==> config.mk <==
export PLATFORM = sky130hd
export DESIGN_NAME = cpu_controller_irq
export DESIGN_NICKNAME = d
export VERILOG_FILES = /design/src/rtl/cpu_controller_irq.sv
export SDC_FILE = /design/constraint.sdc
export NUM_CORES = 1
export LEC_CHECK = 0
export ABC_AREA = 1
export CORE_UTILIZATION = 36
export DETAILED_ROUTE_END_ITERATION = 12
export PLACE_DENSITY = 0.76
export SLEW_MARGIN = 10
export SYNTH_ARGS = -nofsm -noshare
export SYNTH_HDL_FRONTEND = slang
export SYNTH_SLANG_ARGS = --single-unit
==> constraint.sdc <==
create_clock -name clk -period 1.4 [get_ports clk]
set_input_delay 0.28 -clock clk [delete_from_list [all_inputs] [get_ports clk]]
set_output_delay 0.28 -clock clk [all_outputs]
set_load 0.005 [all_outputs]
==> src/rtl/cpu_controller_irq.sv <==
// RCPU control FSM: instruction decode, source addressing modes, memory wait
// states, vectored interrupt entry with link save, and sticky halt.
module cpu_controller_irq #(
  parameter int NUM_REGS = 3,
  parameter bit MEM_WAIT = 1'b1,
  parameter bit IRQ_EN   = 1'b1,
  parameter int LINK_REG = NUM_REGS - 1
) (
  input  logic                clk,
  input  logic                rst,
  input  logic [15:0]         opcode,
  input  logic                mem_ready,
  input  logic                irq,
  output logic [1:0]          memAddr,
  output logic                mem_req,
  output logic                enPC,
  output logic                saveOpcode,
  output logic                saveMem,
  output logic [3:0]          aluFunc,
  output logic [2:0]          aluA,
  output logic [2:0]          aluB,
  output logic [NUM_REGS-1:0] enReg,
  output logic                irq_ack,
  output logic                halted,
  output logic [4:0]          state_dbg
);

  typedef enum logic [4:0] {
    FETCH    = 5'b00000,
    ATYPE    = 5'b00001,
    ITYPE    = 5'b00010,
    JTYPE    = 5'b00011,
    IRQ1     = 5'b00100,
    IRQ2     = 5'b00101,
    RIMMED   = 5'b10000,
    RADDRESS = 5'b10001,
    RABS1    = 5'b10010,
    RABS2    = 5'b10011,
    RABSI1   = 5'b10100,
    RABSI2   = 5'b10101,
    HALT     = 5'b11111
  } state_t;

  state_t state, nxt, tstate;
  logic   irq_q, pend;
  logic   rdy, rise, take, stall;
  logic   pc, sop, smem, ack;
  logic [NUM_REGS-1:0] en;
  logic [2:0] s1, src_a;
  logic       unused;

  assign unused = opcode[2];
  assign rdy    = MEM_WAIT ? mem_ready : 1'b1;
  assign rise   = IRQ_EN & irq & ~irq_q;
  // an edge seen during the execute cycle itself is taken immediately
  assign take   = pend | rise;
  assign s1     = opcode[11:9];
  assign src_a  = s1[2] ? 3'd5 : {1'b0, s1[1:0]};

  function automatic logic [NUM_REGS-1:0] dec(input logic [1:0] idx, input logic ok);
    logic [NUM_REGS-1:0] r;
    r = '0;
    for (int i = 0; i < NUM_REGS; i++)
      r[i] = ok && (idx == 2'(i));
    return r;
  endfunction

  function automatic logic [NUM_REGS-1:0] link_onehot();
    logic [NUM_REGS-1:0] r;
    r = '0;
    for (int i = 0; i < NUM_REGS; i++)
      r[i] = (i == LINK_REG);
    return r;
  endfunction

  always_comb begin
    if (opcode[15:12] == 4'b0000)     tstate = ATYPE;
    else if (opcode[15:14] == 2'b01)  tstate = ITYPE;
    else if (opcode[15])              tstate = JTYPE;
    else                              tstate = HALT;
  end

  always_ff @(posedge clk or negedge rst) begin
    if (!rst) begin
      state <= FETCH;
      irq_q <= 1'b0;
      pend  <= 1'b0;
    end else begin
      state <= nxt;
      irq_q <= irq;
      if (state != HALT) begin
        if (rise)                     pend <= 1'b1;
        else if (state == IRQ2 && rdy) pend <= 1'b0;
      end
    end
  end

  always_comb begin
    nxt     = state;
    mem_req = 1'b0;
    memAddr = 2'd0;
    aluFunc = 4'd0;
    aluA    = 3'd0;
    aluB    = 3'd0;
    pc      = 1'b0;
    sop     = 1'b0;
    smem    = 1'b0;
    ack     = 1'b0;
    en      = '0;
    case (state)
      FETCH: begin
        mem_req = 1'b1;
        aluA = 3'd4; aluB = 3'd6;
        pc = 1'b1; sop = 1'b1;
        if (rdy) begin
          if (tstate == JTYPE || tstate == HALT || !s1[2]) nxt = tstate;
          else begin
            case (s1[1:0])
              2'b00:   nxt = RIMMED;
              2'b01:   nxt = RABS1;
              2'b10:   nxt = RADDRESS;
              default: nxt = RABSI1;
            endcase
          end
        end
      end
      RIMMED, RABS1, RABSI1: begin
        mem_req = 1'b1;
        aluA = 3'd4; aluB = 3'd6;
        pc = 1'b1; smem = 1'b1;
        if (rdy) nxt = (state == RIMMED) ? tstate : (state == RABS1) ? RABS2 : RABSI2;
      end
      RADDRESS: begin
        mem_req = 1'b1; memAddr = 2'd1; smem = 1'b1;
        if (rdy) nxt = tstate;
      end
      RABS2, RABSI2: begin
        mem_req = 1'b1; memAddr = 2'd2; smem = 1'b1;
        aluA = 3'd5;
        aluB = (state == RABS2) ? 3'd7 : 3'd0;
        if (rdy) nxt = tstate;
      end
      ATYPE: begin
        aluA = src_a; aluB = {1'b0, opcode[4:3]}; aluFunc = opcode[8:5];
        en  = dec(opcode[1:0], opcode[1:0] != 2'd3);
        nxt = take ? IRQ1 : FETCH;
      end
      ITYPE: begin
        aluA = src_a; aluB = 3'd4;
        aluFunc = {opcode[8], opcode[8], opcode[13:12]};
        en  = dec(s1[1:0], !s1[2]);
        nxt = take ? IRQ1 : FETCH;
      end
      JTYPE: begin
        aluA = 3'd4; aluB = 3'd5; aluFunc = 4'b0110; pc = 1'b1;
        nxt = take ? IRQ1 : FETCH;
      end
      IRQ1: begin
        aluA = 3'd4; aluB = 3'd7;
        en  = link_onehot();
        nxt = IRQ2;
      end
      IRQ2: begin
        mem_req = 1'b1; memAddr = 2'd3;
        aluA = 3'd5; aluB = 3'd7;
        pc = 1'b1; ack = 1'b1;
        if (rdy) nxt = FETCH;
      end
      HALT:    nxt = HALT;
      default: nxt = HALT;
    endcase
  end

  // a waiting memory access suppresses every write-back, selects stay put
  assign stall      = mem_req & ~rdy;
  assign enPC       = pc   & ~stall;
  assign saveOpcode = sop  & ~stall;
  assign saveMem    = smem & ~stall;
  assign irq_ack    = ack  & ~stall;
  assign enReg      = stall ? '0 : en;
  assign halted     = (state == HALT);
  assign state_dbg  = state;

endmodule

==> results of run 1 <==
[routing by layer]
metal | global-route usage (%) | GRT overflow
met5 | 0 | 0
met4 | 111 | 54
met3 | 40.3 | 0
met2 | 122 | 123
met1 | 76.7 | 4
[synth_stat cells, drive strengths merged]
| library cell | number |
|---|---|
| nand3 | 27 |
| o31ai | 2 |
| o211ai | 1 |
| o311ai | 1 |
| nand2 | 42 |
| dfrtp | 7 |
| a32o | 1 |
| o21ai | 13 |
| nor2 | 32 |
| o21bai | 1 |
| a31oi | 1 |
| a21oi | 6 |
| o32ai | 1 |
| inv | 25 |
| buf | 1 |
[repair_timing]
| item | CTS |
|---|---|
| setup endpoints to repair | 31 |
| pin swaps | 22 |
| setup buffers | 26 |
| gates resized for setup | 150 |
[metrics by stage]
step / area (um^2) / hold slack, ns
global placement: 1720 / 0.449
CTS: 2030 / 0.278
floorplan: 948 / -0.0156
detailed placement: 1720 / 0.468
[cell families after synthesis]
logic type	share of synthesized area [%]
and+or+nand+nor	52.3
AOI/OAI and AO/OA	17.5
buffers and inverters	10.9
DFF	19.3
==> metrics.txt, run 1 <==
status stopped before the end; Halt Stage global routing (5_1_grt); error msg [ERROR GRT-0232] Routing congestion too high. Check the congestion heatmap in the GUI.; cell taking the most area after synthesis dfrtp_1; Area contributors post-synth dfrtp_1 (19%), nand2_1 (16%), nand3_1 (13%); buffer type at the clock tree root clkbuf_4; Placed Instances roughly 270; Syn Inst Count 161; Total GRT Usage 84.6%; Synth Net Count between 150 and 200; CTS sink cnt 7; post-synthesis sequential area ratio 19.3%; Die Wd ~52 um; pin count of the biggest net entering global routing 8; Ys Warns 0; port bufs 44; GR repair worst EP enPC; worst_ep kind primary output; Synth Register Bits 7; TritonCTS buffer count 3; final global-route overflow total 181; CTS max path bufs 2; RD Place Congestion 0.907; hold_buf cts 0; top-area cell type share of the netlist area between 15 and 20%; Synth cell types 22; I/O pins 46; Max H-tree Level 1; Final HPWL DP approximately 2800 um; row cnt 17; die height between 50 and 60 um; DP Worst Slack -0.745 ns; starting density of the core between 30% and 40%; Synth Area per Inst roughly 5.6 um^2; Synth Cell Area slightly above 900 um^2
==> run 2, diff against run 1 <==
- CORE_AREA: unset -> 2 2 63 65
- CORE_UTILIZATION: 36 -> unset
- DIE_AREA: unset -> 0 0 65 67
- PLACE_DENSITY: 0.76 -> unset
- PLACE_DENSITY_LB_ADDON: unset -> 0.15
- clock period: 1.4 -> 1.8 ns (I/O delays scaled with it)
==> run 2 against run 1 <==
  * The flow now finishes, with violations (setup timing)
  * Synthesized area is the same
  * Synthesized cell count unchanged
==> metrics.txt, run 2 <==
share of layout cells above drive strength 1 a little over half; fmax 490 MHz; final global-route overflow total 0; RD Place Congestion 0.918 (+1.1%); Final setup viols 18; antenna-violating nets left 0; Synth Net Count 181 (unchanged); CP Class flop to output pin; worst hold slack 0.395 ns; fin. max-slew vios 0; Final Core Density 64.1%; final-report hold violation count 0; Synth Cell Area 908 um^2 (unchanged); TritonCTS buffer count 3 (unchanged); drt initial violations 47; reg2reg path depth 13; Synth cell types 22 (unchanged); Syn Inst Count 161 (unchanged); CTS sink cnt 7 (unchanged); Max-Cap Viols 0; buffer type at the clock tree root clkbuf_8; antenna cells 0; Max H-tree Level 1 (unchanged); Worst R2R Setup Slack 0.05 ns; Critical Path RT around 1.4 ns; Ys Warns 0 (unchanged); Via density between 4 and 5; WP data arrival 1.68 ns; DRT Pass-1 Iters 4; Total Wirelength roughly 4400 um; failing checks setup timing; Nets 310; initial antenna violation count 0; Post-synth EDFFs 0 (unchanged); fin crit period 2.04 ns; worst-margin pin slew 0.328 ns; Placed Instances 298 (+10%); total negative slack -3.47 ns; Total GRT Usage 19.6%; filler cell count 320; power per cell area 204 nW/um^2; Int Pwr 367 uW; die height 67 um (+28%); Die Wd 65 um (+24%); starting density of the core 25.2% (-14 points); core area ~3600 um^2; Hold Path Class primary input to async pin; Avg WL per Cell 13.1 um; Worst-path clk slew 0.04 ns; Commonest cells post-synth nand2_1 (38), nor2_1 (27), nand3_1 (23); CTS max path bufs 2 (unchanged); synth-to-layout area growth 154%; critical path peak fanout 4; setup slack after layout -0.240 ns; Synth Area per Inst 5.64 um^2 (unchanged); clock skew around 0.0060 ns; cell taking the most area after synthesis dfrtp_1; Clk pwr share ~47%; RR Endpoint state_dbg[4]$_DFFE_PN0P_; most common cell in the netlist nand2_1; Synth Register Bits 7 (unchanged); worst r2r src state_dbg[0]$_DFFE_PN0P_; most frequent cells in the layout buf_4 (51), buf_6 (31), nand2_1 (27); Worst IR Drop VDD between 0.4 and 0.5 mV; row cnt 22 (+5); die area ~4400 um^2; first-pass GRT wire length 6750 um; vias in the first global route 1,508; Area contributors post-synth dfrtp_1 (19%), nand2_1 (16%), nand3_1 (13%); CP Capture Type output pin; slew margin rel. between 70% and 80%; pin count of the biggest net entering global routing 8; post-synthesis sequential area ratio 19.3% (unchanged); max reg flops 5; Final HPWL DP 2970 um (+6.8%); Post-route DRC 0; Flop pwr share about 34%; I/O pins 46 (unchanged); Multi-input gate area 835 um^2; top-area cell type share of the netlist area 19.3% (unchanged); Seq. cell area 178 um^2; sw power ~110 uW; Setup crit start kind flop; RSZ-0062 raised after global routing true; Sw Ratio 22.4%; LEAKAGE 0.00125 uW; commonest non-fill, non-tap cell in the layout buf_4; period utilization 113%; leading register cell type out of synthesis dfrtp_1; CTS tree done; Tot Pwr roughly 470 uW; Combinational Power Share 19.3%; total number of vias 1,571; worst-skew pair later-pin latency 0.23 ns; port bufs 44 (unchanged); Finished Layout Cells 337; hold_buf cts 0 (unchanged); status finished with violations; share of flip-flops with an asynchronous set or reset 100% (unchanged)
==> run 2: cell counts after synthesis <==
Identical to the previous run, type by type.
==> run 2: metal layers <==
metal	vias up	global-route usage, %	wire [um]
li1	792	-	-
met1	748	24.0	1820
met2	29	37.8	2420
met3	2	2.36	146
met4	0	1.60	10
met5	-	0	0
==> run 2: area by class of cell <==
cell class | instances | area share, %
timing repair buffer | 125 | 47.3
multi-input combinational | 128 | 36.1
sequential | 7 | 7.69
inverter | 25 | 4.28
tap | 48 | 2.60
clock buffer | 4 | 1.95
==> run 2: worst max-delay path: stages, from the launching register on <==
cell     delay (ns)
dfrtp_2        0.42
buf_4          0.15
nand2_2        0.11
inv_1          0.09
nand3_4        0.08
nand2_1        0.07
nor2_2         0.09
nand2_2        0.08
buf_4          0.14
buf_6          0.10
buf_4          0.12
==> run 2: repair_timing <==
item	in CTS	in global routing
pin swaps	18	14
setup endpoints to repair	21	21
resized for setup	123	42
gates cloned	0	0
buffers inserted	24	12
==> run 2: through the flow <==
step	setup WS (ns)	cell area, um^2
after floorplan	0.143	908
after detailed placement	-0.401	1750
final	-0.240	2310
after global placement	-0.354	1750
after CTS	-0.296	2090
after global routing	-0.355	2310
==> run 2: worst max path at each step <==
| stage | from | end | cells past startpoint |
|---|---|---|---|
| floorplan | state_dbg[3]$_DFFE_PN0P_ | enReg[2] | 5 |
| global placement | state_dbg[1]$_DFFE_PN0P_ | aluA[0] | 8 |
| detailed placement | state_dbg[2]$_DFFE_PN0P_ | enPC | 10 |
| CTS | state_dbg[2]$_DFFE_PN0P_ | enPC | 10 |
| global route | state_dbg[4]$_DFFE_PN0P_ | aluB[2] | 7 |
| finish | state_dbg[0]$_DFFE_PN0P_ | mem_req | 10 |
==> run 2: power by group through the flow <==
stage	Clock (uW)	Combinational (uW)	Sequential [uW]
finish	220	91.3	161
global route	235	100	161
CTS	224	89.1	161
detailed placement	0	88.1	164
global placement	0	85.8	164
floorplan	0	18.8	163
==> run 2: cell families after synthesis <==
kind of cell	synth area share (%)
and+or+nand+nor	52.3
buffers and inverters	10.9
AOI/OAI and AO/OA	17.5
DFF	19.3
(Power assumes the default switching activity.)
